`src/rtl/landing_response_unit.sv`:
```
// rtl/landing_response_unit.sv - cockpit annunciation and emergency landing sequencer
// Optional macro LRU_AUTO_LAND_EN: unacknowledged ALERT times out into an auto descent.
module landing_response_unit #(
  parameter int unsigned ACK_TIMEOUT = 50,
  parameter int unsigned GEAR_ALT    = 300,
  parameter int unsigned BLINK_HALF  = 4
) (
  input  logic        CLK,
  input  logic        RST,
  input  logic        severe_weather,
  input  logic        emergency_landing_alert,
  input  logic [1:0]  ECSU_state,
  input  logic        pilot_ack,
  input  logic [11:0] altitude,
  output logic        warning_lamp,
  output logic        alarm,
  output logic        descent_cmd,
  output logic        gear_down,
  output logic        auto_pilot,
  output logic        landing_complete,
  output logic [2:0]  lru_state
);

  typedef enum logic [2:0] {
    S_IDLE    = 3'd0,
    S_CAUTION = 3'd1,
    S_WARNING = 3'd2,
    S_ALERT   = 3'd3,
    S_DESCENT = 3'd4,
    S_GEAR    = 3'd5,
    S_LANDED  = 3'd6
  } state_t;

  localparam int BW = (BLINK_HALF > 1) ? $clog2(BLINK_HALF) : 1;
  localparam logic [BW-1:0] BLINK_LAST = BW'(BLINK_HALF - 1);
  localparam logic [11:0]   GEAR_ALT_L = 12'(GEAR_ALT);

  if (ACK_TIMEOUT < 2 || BLINK_HALF < 1) begin : g_param_check
    $error("landing_response_unit: ACK_TIMEOUT must be >= 2 and BLINK_HALF >= 1");
  end

  state_t          state_q;
  logic            lamp_q, alarm_q, descent_q, gear_q, landed_q;
  logic [BW-1:0]   blink_cnt_q;

`ifdef LRU_AUTO_LAND_EN
  localparam int AW = $clog2(ACK_TIMEOUT);
  localparam logic [AW-1:0] ACK_LAST = AW'(ACK_TIMEOUT - 1);
  logic [AW-1:0]   ack_cnt_q;
  logic            auto_q;
`endif

  always_ff @(posedge CLK or posedge RST) begin
    if (RST) begin
      state_q     <= S_IDLE;
      lamp_q      <= 1'b0;
      alarm_q     <= 1'b0;
      descent_q   <= 1'b0;
      gear_q      <= 1'b0;
      landed_q    <= 1'b0;
      blink_cnt_q <= '0;
`ifdef LRU_AUTO_LAND_EN
      ack_cnt_q   <= '0;
      auto_q      <= 1'b0;
`endif
    end else begin
      case (state_q)
        S_IDLE, S_CAUTION, S_WARNING: begin
          alarm_q   <= 1'b0;
          descent_q <= 1'b0;
          gear_q    <= 1'b0;
          landed_q  <= 1'b0;
          if (emergency_landing_alert) begin
            state_q <= S_ALERT;
            lamp_q  <= 1'b1;
            alarm_q <= 1'b1;
`ifdef LRU_AUTO_LAND_EN
            ack_cnt_q <= '0;
`endif
          end else if (severe_weather) begin
            state_q <= S_WARNING;
            // Fresh entry restarts the blink phase with the lamp lit.
            if (state_q != S_WARNING) begin
              lamp_q      <= 1'b1;
              blink_cnt_q <= '0;
            end else if (blink_cnt_q == BLINK_LAST) begin
              lamp_q      <= ~lamp_q;
              blink_cnt_q <= '0;
            end else begin
              blink_cnt_q <= blink_cnt_q + 1'b1;
            end
          end else if (ECSU_state == 2'd1) begin
            state_q <= S_CAUTION;
            lamp_q  <= 1'b1;
          end else begin
            state_q <= S_IDLE;
            lamp_q  <= 1'b0;
          end
        end
        S_ALERT: begin
          if (pilot_ack) begin
            state_q   <= S_DESCENT;
            alarm_q   <= 1'b0;
            descent_q <= 1'b1;
`ifdef LRU_AUTO_LAND_EN
            auto_q    <= 1'b0;
          end else if (ack_cnt_q == ACK_LAST) begin
            state_q   <= S_DESCENT;
            alarm_q   <= 1'b0;
            descent_q <= 1'b1;
            auto_q    <= 1'b1;
          end else begin
            ack_cnt_q <= ack_cnt_q + 1'b1;
`endif
          end
        end
        S_DESCENT: begin
          if (altitude <= GEAR_ALT_L) begin
            state_q <= S_GEAR;
            gear_q  <= 1'b1;
          end
        end
        S_GEAR: begin
          if (altitude == 12'd0) begin
            state_q   <= S_LANDED;
            descent_q <= 1'b0;
            landed_q  <= 1'b1;
          end
        end
        S_LANDED: begin
          state_q <= S_LANDED;
        end
        default: begin
          state_q   <= S_IDLE;
          lamp_q    <= 1'b0;
          alarm_q   <= 1'b0;
          descent_q <= 1'b0;
          gear_q    <= 1'b0;
          landed_q  <= 1'b0;
`ifdef LRU_AUTO_LAND_EN
          auto_q    <= 1'b0;
`endif
        end
      endcase
    end
  end

  assign warning_lamp     = lamp_q;
  assign alarm            = alarm_q;
  assign descent_cmd      = descent_q;
  assign gear_down        = gear_q;
  assign landing_complete = landed_q;
  assign lru_state        = state_q;
`ifdef LRU_AUTO_LAND_EN
  assign auto_pilot       = auto_q;
`else
  assign auto_pilot       = 1'b0;
`endif

endmodule

```
`config.mk`:
```
export PLATFORM = sky130hd
export DESIGN_NAME = landing_response_unit
export DESIGN_NICKNAME = d
export VERILOG_FILES = /design/src/rtl/landing_response_unit.sv
export SDC_FILE = /design/constraint.sdc
export NUM_CORES = 1
export LEC_CHECK = 0
export ABC_AREA = 1
export CORE_UTILIZATION = 37
export DETAILED_ROUTE_END_ITERATION = 12
export GPL_TIMING_DRIVEN = 0
export HOLD_SLACK_MARGIN = 0.02
export PLACE_DENSITY_LB_ADDON = 0.05
export SYNTH_ARGS = -nofsm -noshare
export SYNTH_HDL_FRONTEND = slang
export SYNTH_SLANG_ARGS = --single-unit
```
`constraint.sdc`:
```
create_clock -name CLK -period 1.41 [get_ports CLK]
set_clock_uncertainty 0.15 [all_clocks]
set_input_delay 0.2115 -clock CLK [delete_from_list [all_inputs] [get_ports CLK]]
set_output_delay 0.2115 -clock CLK [all_outputs]
set_load 0.02 [all_outputs]
```
-- Word level (Yosys, flattened, before mapping)
Index checks and enable logic that the tools add are counted.
- register bits: 10
- add/subtract/negate cells: 1
- magnitude comparators: 1
- eq/ne operators: 13
- muxes and demuxes: 25
- bitwise gates (word level): 7
- reductions and logical operators: 15
- operators by type and width (cell ; number):
    3-bit case mux with 5 select lines ; 1
    12-bit by 9-bit less-or-equal comparator with 1-bit output, second input constant ; 1
    12-bit zero test ; 1
    1-bit two-way mux ; 12
    3-bit OR reduction ; 4
    3-bit == test, second input constant ; 3
    3-bit two-way mux ; 3
    3-bit AND reduction ; 3
    2-bit two-way mux ; 4
    2-bit AND reduction ; 4
    1-bit inverter ; 7
    3-bit by 2-bit == test with 1-bit output, second input constant ; 2
    2-bit inequality test, second input constant ; 3
    1-bit case mux with 2 select lines ; 3
    1-bit case mux with 3 select lines ; 2
    5-bit inequality test, second input constant ; 1
    4-bit OR reduction ; 1
    3-bit by 1-bit == test with 1-bit output, second input constant ; 1
    3-bit zero test ; 1
    3-bit by 2-bit inequality test with 1-bit output, second input constant ; 1
    2-bit by 1-bit adder with 2-bit output, second input constant ; 1
    2-bit by 1-bit == test with 1-bit output, second input constant ; 1
    2-bit == test, second input constant ; 1
    2-bit OR reduction ; 1

-- Depth between registers and ports, before layout
- word-level depth: 6
- depth in mapped cells: 9
- depth with buffers taken out: 9

-- Worst setup path before layout
Ideal clock, no wire load.
- path type: register -> register
- start: reg state_q[1], in the netlist lru_state[1]
- end: reg lamp_q, in the netlist warning_lamp
- setup time: 0.117 ns
- data arrival time: 1.160 ns
- data required time: 1.143 ns
- path slack: -0.017 ns
- cell stages (with the launch flop): 7
- path buffers: 0
- period minus slack after synthesis: 1.427 ns
- cells stage by stage: dfrtp_1 -> a21oi_2 -> nand2_1 -> nor2_1 -> nand3b_1 -> nand3_1 -> nand2_1
- cells in the longest elaborated chain, start to end: 5
- elaborated cells on any way between the ends: 17
- those cells by class: eq/ne: 8; mux: 4; bitwise: 1; reduce/logical: 4
- RTL lines (what ; RTL line ; RTL):
    from (decl) ; 42 ; state_t state_q;
    from (signal assigned) ; 55 ; state_q <= S_IDLE;
    from (signal assigned) ; 74 ; state_q <= S_ALERT;
    from (signal assigned) ; 81 ; state_q <= S_WARNING;
    3-bit by 2-bit inequality test with 1-bit output ; 83 ; if (state_q != S_WARNING) begin
    1-bit two-way mux ; 83 ;
    1-bit two-way mux ; 80 ; end else if (severe_weather) begin
    1-bit two-way mux ; 73 ; if (emergency_landing_alert) begin
    1-bit case mux with 2 select lines ; 67 ; case (state_q)
    to (signal assigned) ; 87 ; lamp_q <= ~lamp_q;
    to (decl) ; 43 ; logic lamp_q, alarm_q, descent_q, gear_q, landed_q;
Parallel ways exist; a longest one is shown, timed or not.
A chain may end at the register's enable or synchronous reset.

-- Final worst setup path
- start: reg state_q[0], in the netlist lru_state[0]
- end: reg state_q[0], in the netlist lru_state[0]
- cells in the longest elaborated chain, start to end: 3
- elaborated cells on any way between the ends: 13
- those cells by class: eq/ne: 9; mux: 1; reduce/logical: 3
- RTL lines (what ; RTL line):
    3-bit by 1-bit == test with 1-bit output, or another cell as far along ; 67
    3-bit OR reduction or 2-bit inequality test (tied branches) ; --
    3-bit case mux with 5 select lines or 3-bit AND reduction (tied branches) ; --
Parallel ways exist; a longest one is shown, timed or not.

==> flow_summary.json <==
{
  "status": "complete, but fails checks",
  "failed_checks": "negative setup slack",
  "area_delta_synth_final_pct": 64.9,
  "overflow": 0,
  "syn_avg_cell_area_um2": 6.37,
  "drc": 0,
  "rsz0062_at_grt": "yes",
  "core_area_um2": 1750,
  "fin_ws_ns": -0.0121,
  "synth.top_cells.by_area": "dfrtp_1 (36%), nand2_1 (17%), inv_1 (8.6%), nand3_1 (7.2%), o21ai_0 (7.2%)",
  "antennaDiodeCount": 0,
  "drt_iter0_markers": 18,
  "worstHoldPathType": "in -> async",
  "finalCriticalPeriod_ns": 1.42,
  "top_layer": "met4",
  "critPathMaxFanout": 7,
  "placed_cells": 160,
  "finalSetupViolations": 2,
  "antenna_found_initial": 0,
  "hold_slack_ns": 0.0733,
  "io_buffer_count": 26,
  "drt-wirelength-per-cell_um": 10.5,
  "grt_pass1_wl_mm": 2.56,
  "wl_met2_um": 889,
  "ant_nets": 0,
  "ys.warnings.count": 0,
  "num_rows": 15,
  "ys_seq_area_frac": 0.360,
  "place_hpwl_mm": 1.26,
  "critPathRequiredTime_ns": 1.41,
  "crit_path_end_kind": "flop",
  "min_period_over_period": 1.01,
  "gp_routability_congestion": 0.825,
  "layout.cells.non_filler": 174,
  "num_vias": 804,
  "p_leak_nw": 0.641,
  "synth_top_cell_by_area": "dfrtp_1",
  "m1WireLength_um": 840,
  "hold_violations": 0,
  "die_h_um": 45.3,
  "fmax_ghz": 0.703,
  "cts.sinks": 10,
  "power_density_nw_per_um2": 1560,
  "numCtsBuffers": 3,
  "synth_cells": 109,
  "peakVddDrop_mv": 1.04,
  "clkSlewWorstSetupHoldPaths_ns": 0.06,
  "ys_ff_latch": 10,
  "final_util": 0.656,
  "io_pins": 28,
  "clk_latency_ns": 0.26,
  "syn-num-nets": 129,
  "fin_area_um2": 1140,
  "yosysTopAreaCellShare": 0.360,
  "cp-start-kind": "flop",
  "cts_max_level": 1,
  "placed_cell_area_um2": 988,
  "worst-setup-path-type": "reg -> reg",
  "via_per_inst": 4.62,
  "die-area_um2": 2050,
  "drv_slew": 0,
  "grt_usage": 0.175,
  "first_pass_iters": 4,
  "grt_pass1_vias": 643,
  "die-width_um": 45.3,
  "totalWireLength_mm": 1.83,
  "met3_length_um": 84,
  "cts_tree": "built",
  "maxCapViolCount": 0,
  "nNetsFinal": 170,
  "clk_root_buffer_cell": "clkbuf_4",
  "layout-drive-gt1-share": 0.289,
  "arrival_ns": 1.42,
  "synthDistinctLibCells": 18,
  "synth_area_um2": 694,
  "grt_max_degree": 11,
  "start_util": 0.398,
  "clk_path_buf_depth": 2
}
stage by stage:
| step | setup TNS, ns | setup slack, ns | total power, mW |
|---|---|---|---|
| 3_3_place_gp | -1.37 | -0.250 | 1.36 |
| 2_1_floorplan | 0 | 0.00333 | 1.05 |
| 6_report | -0.0147 | -0.0121 | 1.78 |
| 5_1_grt | -0.454 | -0.0887 | 1.92 |
| 3_5_place_dp | -1.47 | -0.257 | 1.37 |
| 4_1_cts | -0.00706 | -0.00706 | 1.57 |
cell usage in the layout, fill, tap and decap left out, types with 2 or more instances in the layout:
cell,instances
nand2_1,29
inv_1,14
clkdlybuf4s50_1,14
buf_4,11
nor2_1,7
o21ai_1,7
dfrtp_1,7
nand3_1,6
nor2_2,6
inv_2,5
dlygate4sd2_1,5
nand2_2,4
o21ai_0,4
nand3_2,4
dlymetal6s2s_1,4
nand3b_1,3
clkbuf_4,3
dfrtp_2,3
nor2_4,2
clkbuf_2,2
cell usage after synthesis:
cell,number
o21ai_0,10
dfrtp_1,10
nand2_1,32
nor3b_1,1
a21oi_1,1
ha_1,1
nor2_2,2
o21ai_1,1
a21oi_2,1
inv_2,3
inv_1,16
conb_1,1
buf_4,1
nor2_1,13
or2_1,1
nand2_2,2
nand3b_1,3
nand3_1,10
cell families (layout without fill, tap and decap cells):
kind of cell | Yosys count | count (layout) | share of synthesized area
AO/OA/AOI/OAI | 13 | 13 | 0.0991
adder cells (fa/ha/maj) | 1 | 1 | 0.0180
buffers and inverters | 20 | 60 | 0.114
flip-flops | 10 | 10 | 0.360
other | 1 | 1 | 0.00540
AND/OR/NAND/NOR | 64 | 64 | 0.404
layer usage:
metal	GRT usage	up-vias
li1	-	424
met3	0.0720	4
met1	0.230	353
met4	0.0182	0
met5	0	-
met2	0.278	23
sequential cells by signal, summed over array words and instances, names as in the netlist:
register and count:
lru_state 3, blink_cnt_q 2, alarm 1, descent_cmd 1, gear_down 1, landing_complete 1, warning_lamp 1
worst paths after layout:
check	startpoint	endpoint	slack [ns]	cells past startpoint
hold / removal	RST	warning_lamp	0.07	2
min in group CLK	blink_cnt_q[0]	blink_cnt_q[0]	0.32	1
setup / recovery	lru_state[0]	lru_state[0]	-0.01	9
hold reg to reg	blink_cnt_q[0]	blink_cnt_q[0]	0.32	1
max in group asynchronous	RST	lru_state[2]	0.73	2
setup reg to reg	lru_state[0]	lru_state[0]	-0.01	9
where the power goes:
part	internal (mW)	leakage [nW]	switching, mW
logic	0.446	0.499	0.595
clock network	0.109	0.0150	0.0891
registers	0.399	0.126	0.145
final cells by class:
| cell class | count | area (um2) |
|---|---|---|
| well taps | 25 | 31.3 |
| plain buffers | 1 | 7.51 |
| flip-flops and latches | 10 | 254 |
| repair buffers | 36 | 324 |
| clock buffers | 4 | 26.3 |
| fillers | 170 | 601 |
| inverters | 19 | 71.3 |
| multi-input cells | 79 | 430 |
critical path, stage by stage (launching register included):
cell     delay (ns)
dfrtp_2        0.47
nand2_2        0.11
nor2_4         0.13
inv_2          0.06
nor2_2         0.09
inv_2          0.05
nand2_2        0.07
inv_2          0.07
nand3_2        0.06
nand2_1        0.06
repair_timing:
action / 4_1_cts / 5_1_grt
hold buffers: 0 / 0
gates resized for setup: 14 / 31
pin swaps: 4 / 19
setup buffers: 2 / 8
cloned: 0 / 0
endpoints found under the hold margin: 0 / 0
endpoints found under the setup margin: 10 / 10
No activity file was read; power rests on OpenSTA's default activity.
